**src/rtl/shift_seq_pkg.sv**
```systemverilog
// Shared widths and the command record for the shift command sequencer.
// The record's tag uses the default tag width; the top builds its own record when TAG_W differs.
package shift_seq_pkg;

  localparam int DATA_W    = 32;
  localparam int AMT_W     = 5;
  localparam int TAG_W_DEF = 4;

  typedef struct packed {
    logic [DATA_W-1:0]    data;
    logic [AMT_W-1:0]     amt;
    logic                 right;
    logic [TAG_W_DEF-1:0] tag;
  } shift_cmd_t;

endpackage

```
**src/rtl/shift_cmd_sequencer_if.sv**
```systemverilog
// Command, shifter and result signals of the shift command sequencer.
// Signal names are seen from the sequencer side; slave is the sequencer, master the environment.
interface shift_cmd_sequencer_if
  import shift_seq_pkg::*;
#(
  parameter int DEPTH = 4,
  parameter int TAG_W = 4
);

  logic                   cmd_valid_i;
  logic                   cmd_ready_o;
  logic [DATA_W-1:0]      cmd_data_i;
  logic [AMT_W-1:0]       cmd_amt_i;
  logic                   cmd_right_i;
  logic [TAG_W-1:0]       cmd_tag_i;

  logic [DATA_W-1:0]      sh_data_o;
  logic [AMT_W-1:0]       sh_s_o;
  logic                   sh_right_o;
  logic [DATA_W-1:0]      sh_y_i;

  logic                   res_valid_o;
  logic                   res_ready_i;
  logic [DATA_W-1:0]      res_data_o;
  logic [TAG_W-1:0]       res_tag_o;

  logic [$clog2(DEPTH):0] fifo_count_o;
  logic                   busy_o;

  modport slave (
    input  cmd_valid_i, cmd_data_i, cmd_amt_i, cmd_right_i, cmd_tag_i,
    input  sh_y_i, res_ready_i,
    output cmd_ready_o, sh_data_o, sh_s_o, sh_right_o,
    output res_valid_o, res_data_o, res_tag_o, fifo_count_o, busy_o
  );

  modport master (
    output cmd_valid_i, cmd_data_i, cmd_amt_i, cmd_right_i, cmd_tag_i,
    output sh_y_i, res_ready_i,
    input  cmd_ready_o, sh_data_o, sh_s_o, sh_right_o,
    input  res_valid_o, res_data_o, res_tag_o, fifo_count_o, busy_o
  );

endinterface

```
**src/rtl/shift_cmd_sequencer_fifo.sv**
```systemverilog
// Synchronous command FIFO; count is the sole full/empty indicator, pointers wrap naturally.
// Push while full and pop while empty are ignored, so a pop never frees a slot in the same cycle.
module shift_cmd_fifo
  import shift_seq_pkg::*;
#(
  parameter int  DEPTH = 4,
  parameter type T     = shift_cmd_t
) (
  input  logic                   clk_i,
  input  logic                   rst_i,
  input  logic                   push_i,
  input  logic                   pop_i,
  input  T                       data_i,
  output T                       data_o,
  output logic [$clog2(DEPTH):0] count_o,
  output logic                   full_o,
  output logic                   empty_o
);

  localparam int PTR_W = $clog2(DEPTH);

  T                 r_mem [DEPTH];
  logic [PTR_W-1:0] r_wr_ptr;
  logic [PTR_W-1:0] r_rd_ptr;
  logic [PTR_W:0]   r_count;
  logic             w_push;
  logic             w_pop;

  assign full_o  = (r_count == (PTR_W+1)'(DEPTH));
  assign empty_o = (r_count == '0);
  assign w_push  = push_i && !full_o;
  assign w_pop   = pop_i && !empty_o;
  assign data_o  = r_mem[r_rd_ptr];
  assign count_o = r_count;

  always_ff @(posedge clk_i) begin
    if (rst_i) begin
      r_wr_ptr <= '0;
      r_rd_ptr <= '0;
      r_count  <= '0;
    end else begin
      if (w_push) r_wr_ptr <= r_wr_ptr + 1'b1;
      if (w_pop)  r_rd_ptr <= r_rd_ptr + 1'b1;
      if (w_push && !w_pop)      r_count <= r_count + 1'b1;
      else if (w_pop && !w_push) r_count <= r_count - 1'b1;
    end
  end

  always_ff @(posedge clk_i) begin
    if (w_push) r_mem[r_wr_ptr] <= data_i;
  end

endmodule

```
**src/rtl/shift_cmd_sequencer.sv**
```systemverilog
// Buffered front-end for a combinational barrel shifter: FIFO -> issue register -> result register.
// The shifter sits between the issue and result registers, outside this block.
module shift_cmd_sequencer
  import shift_seq_pkg::*;
#(
  parameter int DEPTH = 4,
  parameter int TAG_W = 4
) (
  input  logic                  clk_i,
  input  logic                  rst_i,
  shift_cmd_sequencer_if.slave  bus
);

  typedef struct packed {
    logic [DATA_W-1:0] data;
    logic [AMT_W-1:0]  amt;
    logic              right;
    logic [TAG_W-1:0]  tag;
  } cmd_t;

  cmd_t                   w_cmd_p0;
  cmd_t                   w_head_p0;
  logic [$clog2(DEPTH):0] w_count_p0;
  logic                   w_full_p0;
  logic                   w_empty_p0;
  logic                   w_pop_p0;
  logic                   w_res_adv_p1;

  cmd_t                   r_iss_p1;
  logic                   r_vld_p1;
  logic [DATA_W-1:0]      r_data_p2;
  logic [TAG_W-1:0]       r_tag_p2;
  logic                   r_vld_p2;

  assign w_cmd_p0 = '{data:  bus.cmd_data_i,
                      amt:   bus.cmd_amt_i,
                      right: bus.cmd_right_i,
                      tag:   bus.cmd_tag_i};

  // Stage p0: command FIFO
  shift_cmd_fifo #(
    .DEPTH (DEPTH),
    .T     (cmd_t)
  ) u_fifo (
    .clk_i   (clk_i),
    .rst_i   (rst_i),
    .push_i  (bus.cmd_valid_i),
    .pop_i   (w_pop_p0),
    .data_i  (w_cmd_p0),
    .data_o  (w_head_p0),
    .count_o (w_count_p0),
    .full_o  (w_full_p0),
    .empty_o (w_empty_p0)
  );

  assign w_res_adv_p1 = r_vld_p1 && (!r_vld_p2 || bus.res_ready_i);
  assign w_pop_p0     = !w_empty_p0 && (!r_vld_p1 || w_res_adv_p1);

  // Stage p1: issue register, drives the shifter directly
  always_ff @(posedge clk_i) begin
    if (rst_i) begin
      r_iss_p1 <= '0;
      r_vld_p1 <= 1'b0;
    end else if (w_pop_p0) begin
      r_iss_p1 <= w_head_p0;
      r_vld_p1 <= 1'b1;
    end else if (w_res_adv_p1) begin
      r_vld_p1 <= 1'b0;
    end
  end

  // Stage p2: result register captures the shifter output
  always_ff @(posedge clk_i) begin
    if (rst_i) begin
      r_data_p2 <= '0;
      r_tag_p2  <= '0;
      r_vld_p2  <= 1'b0;
    end else if (w_res_adv_p1) begin
      r_data_p2 <= bus.sh_y_i;
      r_tag_p2  <= r_iss_p1.tag;
      r_vld_p2  <= 1'b1;
    end else if (bus.res_ready_i && r_vld_p2) begin
      r_vld_p2  <= 1'b0;
    end
  end

  assign bus.cmd_ready_o  = !w_full_p0;
  assign bus.sh_data_o    = r_iss_p1.data;
  assign bus.sh_s_o       = r_iss_p1.amt;
  assign bus.sh_right_o   = r_iss_p1.right;
  assign bus.res_valid_o  = r_vld_p2;
  assign bus.res_data_o   = r_data_p2;
  assign bus.res_tag_o    = r_tag_p2;
  assign bus.fifo_count_o = w_count_p0;
  assign bus.busy_o       = !w_empty_p0 || r_vld_p1 || r_vld_p2;

endmodule

```
**src/flat_wrapper.sv**
```systemverilog
// flat-port wrapper written by rule: the top's interface ports become plain ports
module shift_cmd_sequencer_flat import shift_seq_pkg::*;
#(
  parameter int DEPTH = 4,
  parameter int TAG_W = 4
)
  (clk_i, rst_i, bus_cmd_valid_i, bus_cmd_data_i, bus_cmd_amt_i, bus_cmd_right_i, bus_cmd_tag_i, bus_sh_y_i, bus_res_ready_i, bus_cmd_ready_o, bus_sh_data_o, bus_sh_s_o, bus_sh_right_o, bus_res_valid_o, bus_res_data_o, bus_res_tag_o, bus_fifo_count_o, bus_busy_o);
  shift_cmd_sequencer_if #(.DEPTH(DEPTH), .TAG_W(TAG_W)) bus_i ();
  input  logic clk_i;
  input  logic rst_i;
  input wire logic [$bits(bus_i.cmd_valid_i)-1:0] bus_cmd_valid_i;
  input wire logic [$bits(bus_i.cmd_data_i)-1:0] bus_cmd_data_i;
  input wire logic [$bits(bus_i.cmd_amt_i)-1:0] bus_cmd_amt_i;
  input wire logic [$bits(bus_i.cmd_right_i)-1:0] bus_cmd_right_i;
  input wire logic [$bits(bus_i.cmd_tag_i)-1:0] bus_cmd_tag_i;
  input wire logic [$bits(bus_i.sh_y_i)-1:0] bus_sh_y_i;
  input wire logic [$bits(bus_i.res_ready_i)-1:0] bus_res_ready_i;
  output wire logic [$bits(bus_i.cmd_ready_o)-1:0] bus_cmd_ready_o;
  output wire logic [$bits(bus_i.sh_data_o)-1:0] bus_sh_data_o;
  output wire logic [$bits(bus_i.sh_s_o)-1:0] bus_sh_s_o;
  output wire logic [$bits(bus_i.sh_right_o)-1:0] bus_sh_right_o;
  output wire logic [$bits(bus_i.res_valid_o)-1:0] bus_res_valid_o;
  output wire logic [$bits(bus_i.res_data_o)-1:0] bus_res_data_o;
  output wire logic [$bits(bus_i.res_tag_o)-1:0] bus_res_tag_o;
  output wire logic [$bits(bus_i.fifo_count_o)-1:0] bus_fifo_count_o;
  output wire logic [$bits(bus_i.busy_o)-1:0] bus_busy_o;
  assign bus_i.cmd_valid_i = bus_cmd_valid_i;
  assign bus_i.cmd_data_i = bus_cmd_data_i;
  assign bus_i.cmd_amt_i = bus_cmd_amt_i;
  assign bus_i.cmd_right_i = bus_cmd_right_i;
  assign bus_i.cmd_tag_i = bus_cmd_tag_i;
  assign bus_i.sh_y_i = bus_sh_y_i;
  assign bus_i.res_ready_i = bus_res_ready_i;
  assign bus_cmd_ready_o = bus_i.cmd_ready_o;
  assign bus_sh_data_o = bus_i.sh_data_o;
  assign bus_sh_s_o = bus_i.sh_s_o;
  assign bus_sh_right_o = bus_i.sh_right_o;
  assign bus_res_valid_o = bus_i.res_valid_o;
  assign bus_res_data_o = bus_i.res_data_o;
  assign bus_res_tag_o = bus_i.res_tag_o;
  assign bus_fifo_count_o = bus_i.fifo_count_o;
  assign bus_busy_o = bus_i.busy_o;
  shift_cmd_sequencer #(.DEPTH(DEPTH), .TAG_W(TAG_W)) u_core (.clk_i(clk_i), .rst_i(rst_i), .bus(bus_i));
endmodule
```
**config.mk**
```make
export PLATFORM = sky130hd
export DESIGN_NAME = shift_cmd_sequencer_flat
export DESIGN_NICKNAME = d
export VERILOG_FILES = /design/src/rtl/shift_seq_pkg.sv /design/src/rtl/shift_cmd_sequencer_if.sv /design/src/rtl/shift_cmd_sequencer_fifo.sv /design/src/rtl/shift_cmd_sequencer.sv /design/src/flat_wrapper.sv
export SDC_FILE = /design/constraint.sdc
export NUM_CORES = 1
export LEC_CHECK = 0
export CAP_MARGIN = 15
export CORE_UTILIZATION = 48
export DETAILED_ROUTE_END_ITERATION = 6
export PLACE_DENSITY = 0.76
export SYNTH_ARGS = -nofsm -noshare
export SYNTH_HDL_FRONTEND = slang
export SYNTH_SLANG_ARGS = --single-unit
```
**constraint.sdc**
```tcl
create_clock -name clk_i -period 2.3 [get_ports clk_i]
set_input_delay 0.46 -clock clk_i [delete_from_list [all_inputs] [get_ports clk_i]]
set_output_delay 0.46 -clock clk_i [all_outputs]
set_load 0.005 [all_outputs]
```
Word level (Yosys, flattened, before mapping):

Memory sizes are Yosys's and may differ from the RTL's. A register that Yosys moved wholly into a read port is not among the register bits.
Index checks and enable logic that the tools add are counted.

* memories: 1
* latch bits: 0
* ROM bits: 0
* flip-flop bits (word level): 45
* output and inout port bits: 80
* memory bits (writable): 168

* reductions and logical operators: 21
* order comparisons: 0
* shift operators: 0
* add/subtract/negate cells: 4
* bitwise logic cells: 0
* divide/modulo/power cells: 0
* muxes and demuxes: 8
* equal/unequal tests: 1
* multiply operators: 0

Memories
* u_core.u_fifo.r_mem: depth 4, width 42, rd ports 1, clocked after Yosys merged registers in 1, wr ports 1, line shift_cmd_sequencer_fifo.sv:22 `T r_mem [DEPTH];`

Operators with widths (number)
* 1-bit logical AND: 7
* 1-bit logical NOT: 6
* 1-bit two-way mux: 6
* 3-bit two-way mux: 2
* 2-bit nonzero test: 3
* 2-bit by 1-bit adder with 2-bit output (second input constant): 2
* 1-bit logical OR: 4
* 3-bit by 1-bit adder with 3-bit output (second input constant): 1
* 3-bit equality test (second input constant): 1
* 3-bit logical NOT: 1
* 3-bit by 1-bit subtractor with 3-bit output (second input constant): 1

Logic depth before layout (Yosys ltp):

* depth in word-level cells: 9
* gate-level depth with buffers: 10
* depth with buffers taken out: 8

Hierarchy:

Synthesis repeated with hierarchy kept, for this count alone.

* cells, all modules: 662
* area total of the unflattened synthesis: 10219.8 sq um

Modules (own cells, without submodules)
* shift_cmd_fifo: times used 1, cells an instance 268, seq. area each 5225.0 sq um, area an instance 6581.3 sq um
* shift_cmd_sequencer: times used 1, cells an instance 394, seq. area each 1601.5 sq um, area an instance 3638.5 sq um

Least setup slack after synthesis:

OpenSTA, ideal clock, no wires.

* kind: reg2reg
* from: reg u_core.u_fifo.r_count[0], in the netlist u_core.u_fifo.count_o[0]
* to: reg u_core.u_fifo.r_count[2], in the netlist u_core.u_fifo.count_o[2]
* required time: 2.230 ns
* library setup time: 0.070 ns
* arrival: 2.293 ns
* slack: -0.064 ns
* cell stages (with the launch flop): 11
* cells stage by stage: dfxtp_1 -> or3_1 -> buf_2 -> buf_2 -> nand2_1 -> ha_1 -> inv_1 -> fa_1 -> xor2_1 -> or3_1 -> a21oi_1

* longest elaborated chain between the ends: 7
* elaborated cells on any way between the ends: 16
* those cells by class: 2 x add/sub; 1 x eq/ne; 2 x mux; 11 x reduce/logical

Ends and longest elaborated chain
* start: declaration: line shift_cmd_sequencer_fifo.sv:25 `logic [PTR_W:0] r_count;`
* start signal: assignment: line shift_cmd_sequencer_fifo.sv:44 `if (w_push && !w_pop) r_count <= r_count + 1'b1;`
* start signal: assignment: line shift_cmd_sequencer_fifo.sv:45 `else if (w_pop && !w_push) r_count <= r_count - 1'b1;`
* branches (longest 7 deep; another with 3-bit by 1-bit subtractor with 3-bit output)

Several ways; the timed one is not identified. The select of a mux whose other input is x is not followed.
A chain may end at the register's enable or synchronous reset.

Final worst setup path:

* from: reg u_core.u_fifo.r_count[1], in the netlist u_core.u_fifo.count_o[1]
* to: out bus_busy_o

* longest elaborated chain between the ends: 4

Ends and longest elaborated chain
* 3-bit logical NOT: line shift_cmd_sequencer_fifo.sv:30 `assign empty_o = (r_count == '0);`
* 1-bit logical NOT: line shift_cmd_sequencer.sv:95 `assign bus.busy_o = !w_empty_p0 || r_vld_p1 || r_vld_p2;`
* 1-bit logical OR (2 in series): line shift_cmd_sequencer.sv:95
* end: declaration: line flat_wrapper.sv:26 `output wire logic [$bits(bus_i.busy_o)-1:0] bus_busy_o;`

Every way passes these cells.

==> results.cfg <==
[route]
route.detailed.vias_per_inst = 5.524
firstDrtPassIters = 4
drt_drc_violations_left = 0
drt.antenna.violating_nets = 0
vias = 5960
detailedRoute.firstIterationViolations = 423
wl_per_cell_um = 19.04
detail_route.wirelength_mm = 20.54

[final_layout]
postLayoutCellArea_mm2 = 0.01233
design.final.nets = 878
multi_input_comb_area_mm2 = 0.002476
syn_to_final_growth_pct = 25.49
antenna_cells_inserted = 0
final_cell_count_no_fill = 1079
fin_util_pct = 62.34
filler_cell_count = 1448
drive_gt1_share_pct = 15.36
seq_area_mm2 = 0.006799

[synth]
avgSynthCellArea_um2 = 14.67
post_syn_instances = 670
synth-edff-count = 168
synth_top_cell_area_share_pct = 51.34
synth.lib_cells_used.distinct = 32
synth_area_leaders = sky130_fd_sc_hd__edfxtp_1, sky130_fd_sc_hd__dfxtp_1, sky130_fd_sc_hd__mux4_2
yosysTopAreaCell = sky130_fd_sc_hd__edfxtp_1
post-synth-top-count-cell = sky130_fd_sc_hd__edfxtp_1
ys_dominant_reg_cell = sky130_fd_sc_hd__edfxtp_1
synth_common_cells = sky130_fd_sc_hd__edfxtp_1, sky130_fd_sc_hd__dfxtp_1, sky130_fd_sc_hd__a21oi_1
synth_nets = 754
ys_warn_count = 0
ys_ff_latch = 255
post_synth_instance_area_mm2 = 0.009827
async_flop_share_pct = 0
seq_area_frac_synth_pct = 69.06

[sta]
timing_worst_slew_pin_value_ns = 0.8715
final-max-slew-violation-count = 0
final_critical_path_setup_slack_ns = 0.04228
timing_hold_violations_final = 0
whs_ns = 0.4454
worst_slew_margin_rel_pct = 41.84
finalSetupTns_ns = 0
finalCriticalPeriod_ns = 2.258
timing.clock.skew_ns = 0.02086
finalCritPeriodShare_pct = 98.16
rsz0062_at_grt = false
fmax_ghz = 0.4429
setup_viol = 0

[floorplan]
core.rowCount = 51
fp.coreArea_mm2 = 0.01978
die-area_mm2 = 0.02105
die-height_um = 145.1
initial_core_util_pct = 49.68
top_level_ports = 158
die_width_um = 145.1

[power_and_ir_drop]
clock_power_share_pct = 28.5
power.share.combinational_pct = 27.6
reported_net_switching_power_mw = 3.875
seq_power_share_pct = 43.9
finalPower_mw = 13.89
power_switching_share_pct = 27.89
intPower_mw = 10.02
p_leak_nw = 4.107
irDropWorstVdd_mv = 0.7288
powerDensity_mw_per_mm2 = 1127

[cts]
clock_latency_ns = 0.53
clock_tree_from_tritoncts = done
tritoncts.num_buffers = 26
clkSlewWorstSetupHoldPaths_ns = 0.06
holdBufCountCts = 0
ctsHtreeMaxLevel = 1
number_of_buffers_on_the_longest_clock_path = 3
buffer_type_at_the_clock_tree_root = sky130_fd_sc_hd__clkbuf_16
cts.sink_count = 255

[placed_design]
io_buffers = 157
detailed_place_hpwl_mm = 12.81
gp_congestion = 0.8574
pre_cts_slack_ns = -0.2018
dp_cells = 1030
placedInstanceArea_mm2 = 0.01148

[worst_setup_path]
path_class = reg2out
worst-path-max-fanout = 4
timing.critical_path.arrival_ns = 1.80
cp_slowest_stage_delay_ns = 0.40
critPathRequiredTime_ns = 1.84
worst_setup_path_start_kind = register
critical_path.cell_chain = or3_4 > or3_1 > clkdlybuf4s15_1
crit_slowest_cell = sky130_fd_sc_hd__or3_4
cp-end-kind = output pin

[grt]
grt_antenna_before_repair = 1
grt_pass1_wl_mm = 33.20
number_of_global_route_vias_before_repair = 6186
grt_max_degree = 54
grt_overflow_total = 0
grt_usage_pct = 19.84

[hold_path]
timing.hold.worst.class = in2reg

[flow_run]
max_cap_violations = 0

[status]
status = finished, final reports clean
state kept, by name (all words and copies together), names as in the netlist:
signal	count
u_core.bus.res_valid_o	1
u_core.r_iss_p1	4
u_core.r_vld_p1	1
u_core.bus.res_data_o	32
u_core.bus.res_tag_o	4
u_core.bus.sh_data_o	32
u_core.u_fifo.r_rd_ptr	2
u_core.u_fifo.count_o	3
u_core.bus.sh_s_o	5
u_core.u_fifo.r_mem	168
u_core.bus.sh_right_o	1
u_core.u_fifo.r_wr_ptr	2
placed cells by master (no fill, tap or decap), drive strengths merged, types with 2 or more instances in the layout:
| cell | count |
|---|---|
| edfxtp | 168 |
| clkdlybuf4s50 | 154 |
| dfxtp | 87 |
| a21oi | 84 |
| o21ai | 82 |
| nand3 | 81 |
| mux4 | 42 |
| clkbuf | 39 |
| buf | 30 |
| clkinv | 8 |
| inv | 7 |
| ha | 5 |
| nor2 | 4 |
| and3 | 4 |
| or3 | 4 |
| xor2 | 2 |
| nor2b | 2 |
worst paths after layout:
path | start | to | slack [ns] | cells past startpoint
worst max-delay path | u_core.u_fifo.count_o[1] | bus_busy_o | 0.04 | 3
worst min register to register | u_core.r_iss_p1[1] | u_core.bus.res_tag_o[1] | 0.47 | 2
worst max register to register | u_core.u_fifo.count_o[2] | u_core.u_fifo.count_o[2] | 0.11 | 10
worst min-delay path | rst_i | u_core.bus.res_data_o[15] | 0.45 | 2
routing by layer:
layer  vias up  GRT usage (%)  wire [um]
li1       2767              -          -
met1      2921          25.52       8420
met2       247          34.35      10240
met3        25          4.340       1564
met4         0          4.526        311
met5         -              0          0
power by group through the flow:
stage	clock, mW	sequential (mW)	combinational, mW
after CTS	4.05	6.11	3.89
after floorplan	0	5.95	2.79
final	3.95	6.10	3.84
after detailed placement	0	6.20	3.84
after global routing	4.23	6.20	4.17
after global placement	0	6.15	3.72
kinds of logic after synthesis:
family,after synthesis,synth area share (%)
buffers and inverters,96,6.048
AOI/OAI and AO/OA,166,8.454
adders and majority gates,6,0.8403
xor gates and xnor gates,2,0.1783
and+or+nand+nor,101,5.424
DFF,255,69.06
muxes,44,9.995
critical path: cells and delay by family (launching register included):
kind / cells / cell delay [ns]
buffers and inverters: 1 / 0.23
DFF: 1 / 0.34
and+or+nand+nor: 2 / 0.72
final cells by class:
class,instances,area share [%]
clock inverters,9,0.4566
repair buffers,186,15.22
multi-input cells,319,20.08
well taps,265,2.689
clock buffers,39,6.240
flip-flops and latches,255,55.13
inverters,6,0.1826
repair_timing:
item / 4_1_cts / 5_1_grt
endpoints found under the setup margin: 2 / 1
gates resized for setup: 6 / 1
endpoints found under the hold margin: 0 / 0
setup buffers: 1 / 0
pin swaps: 1 / 0
Note: power is estimated with default switching activity, not from simulation.
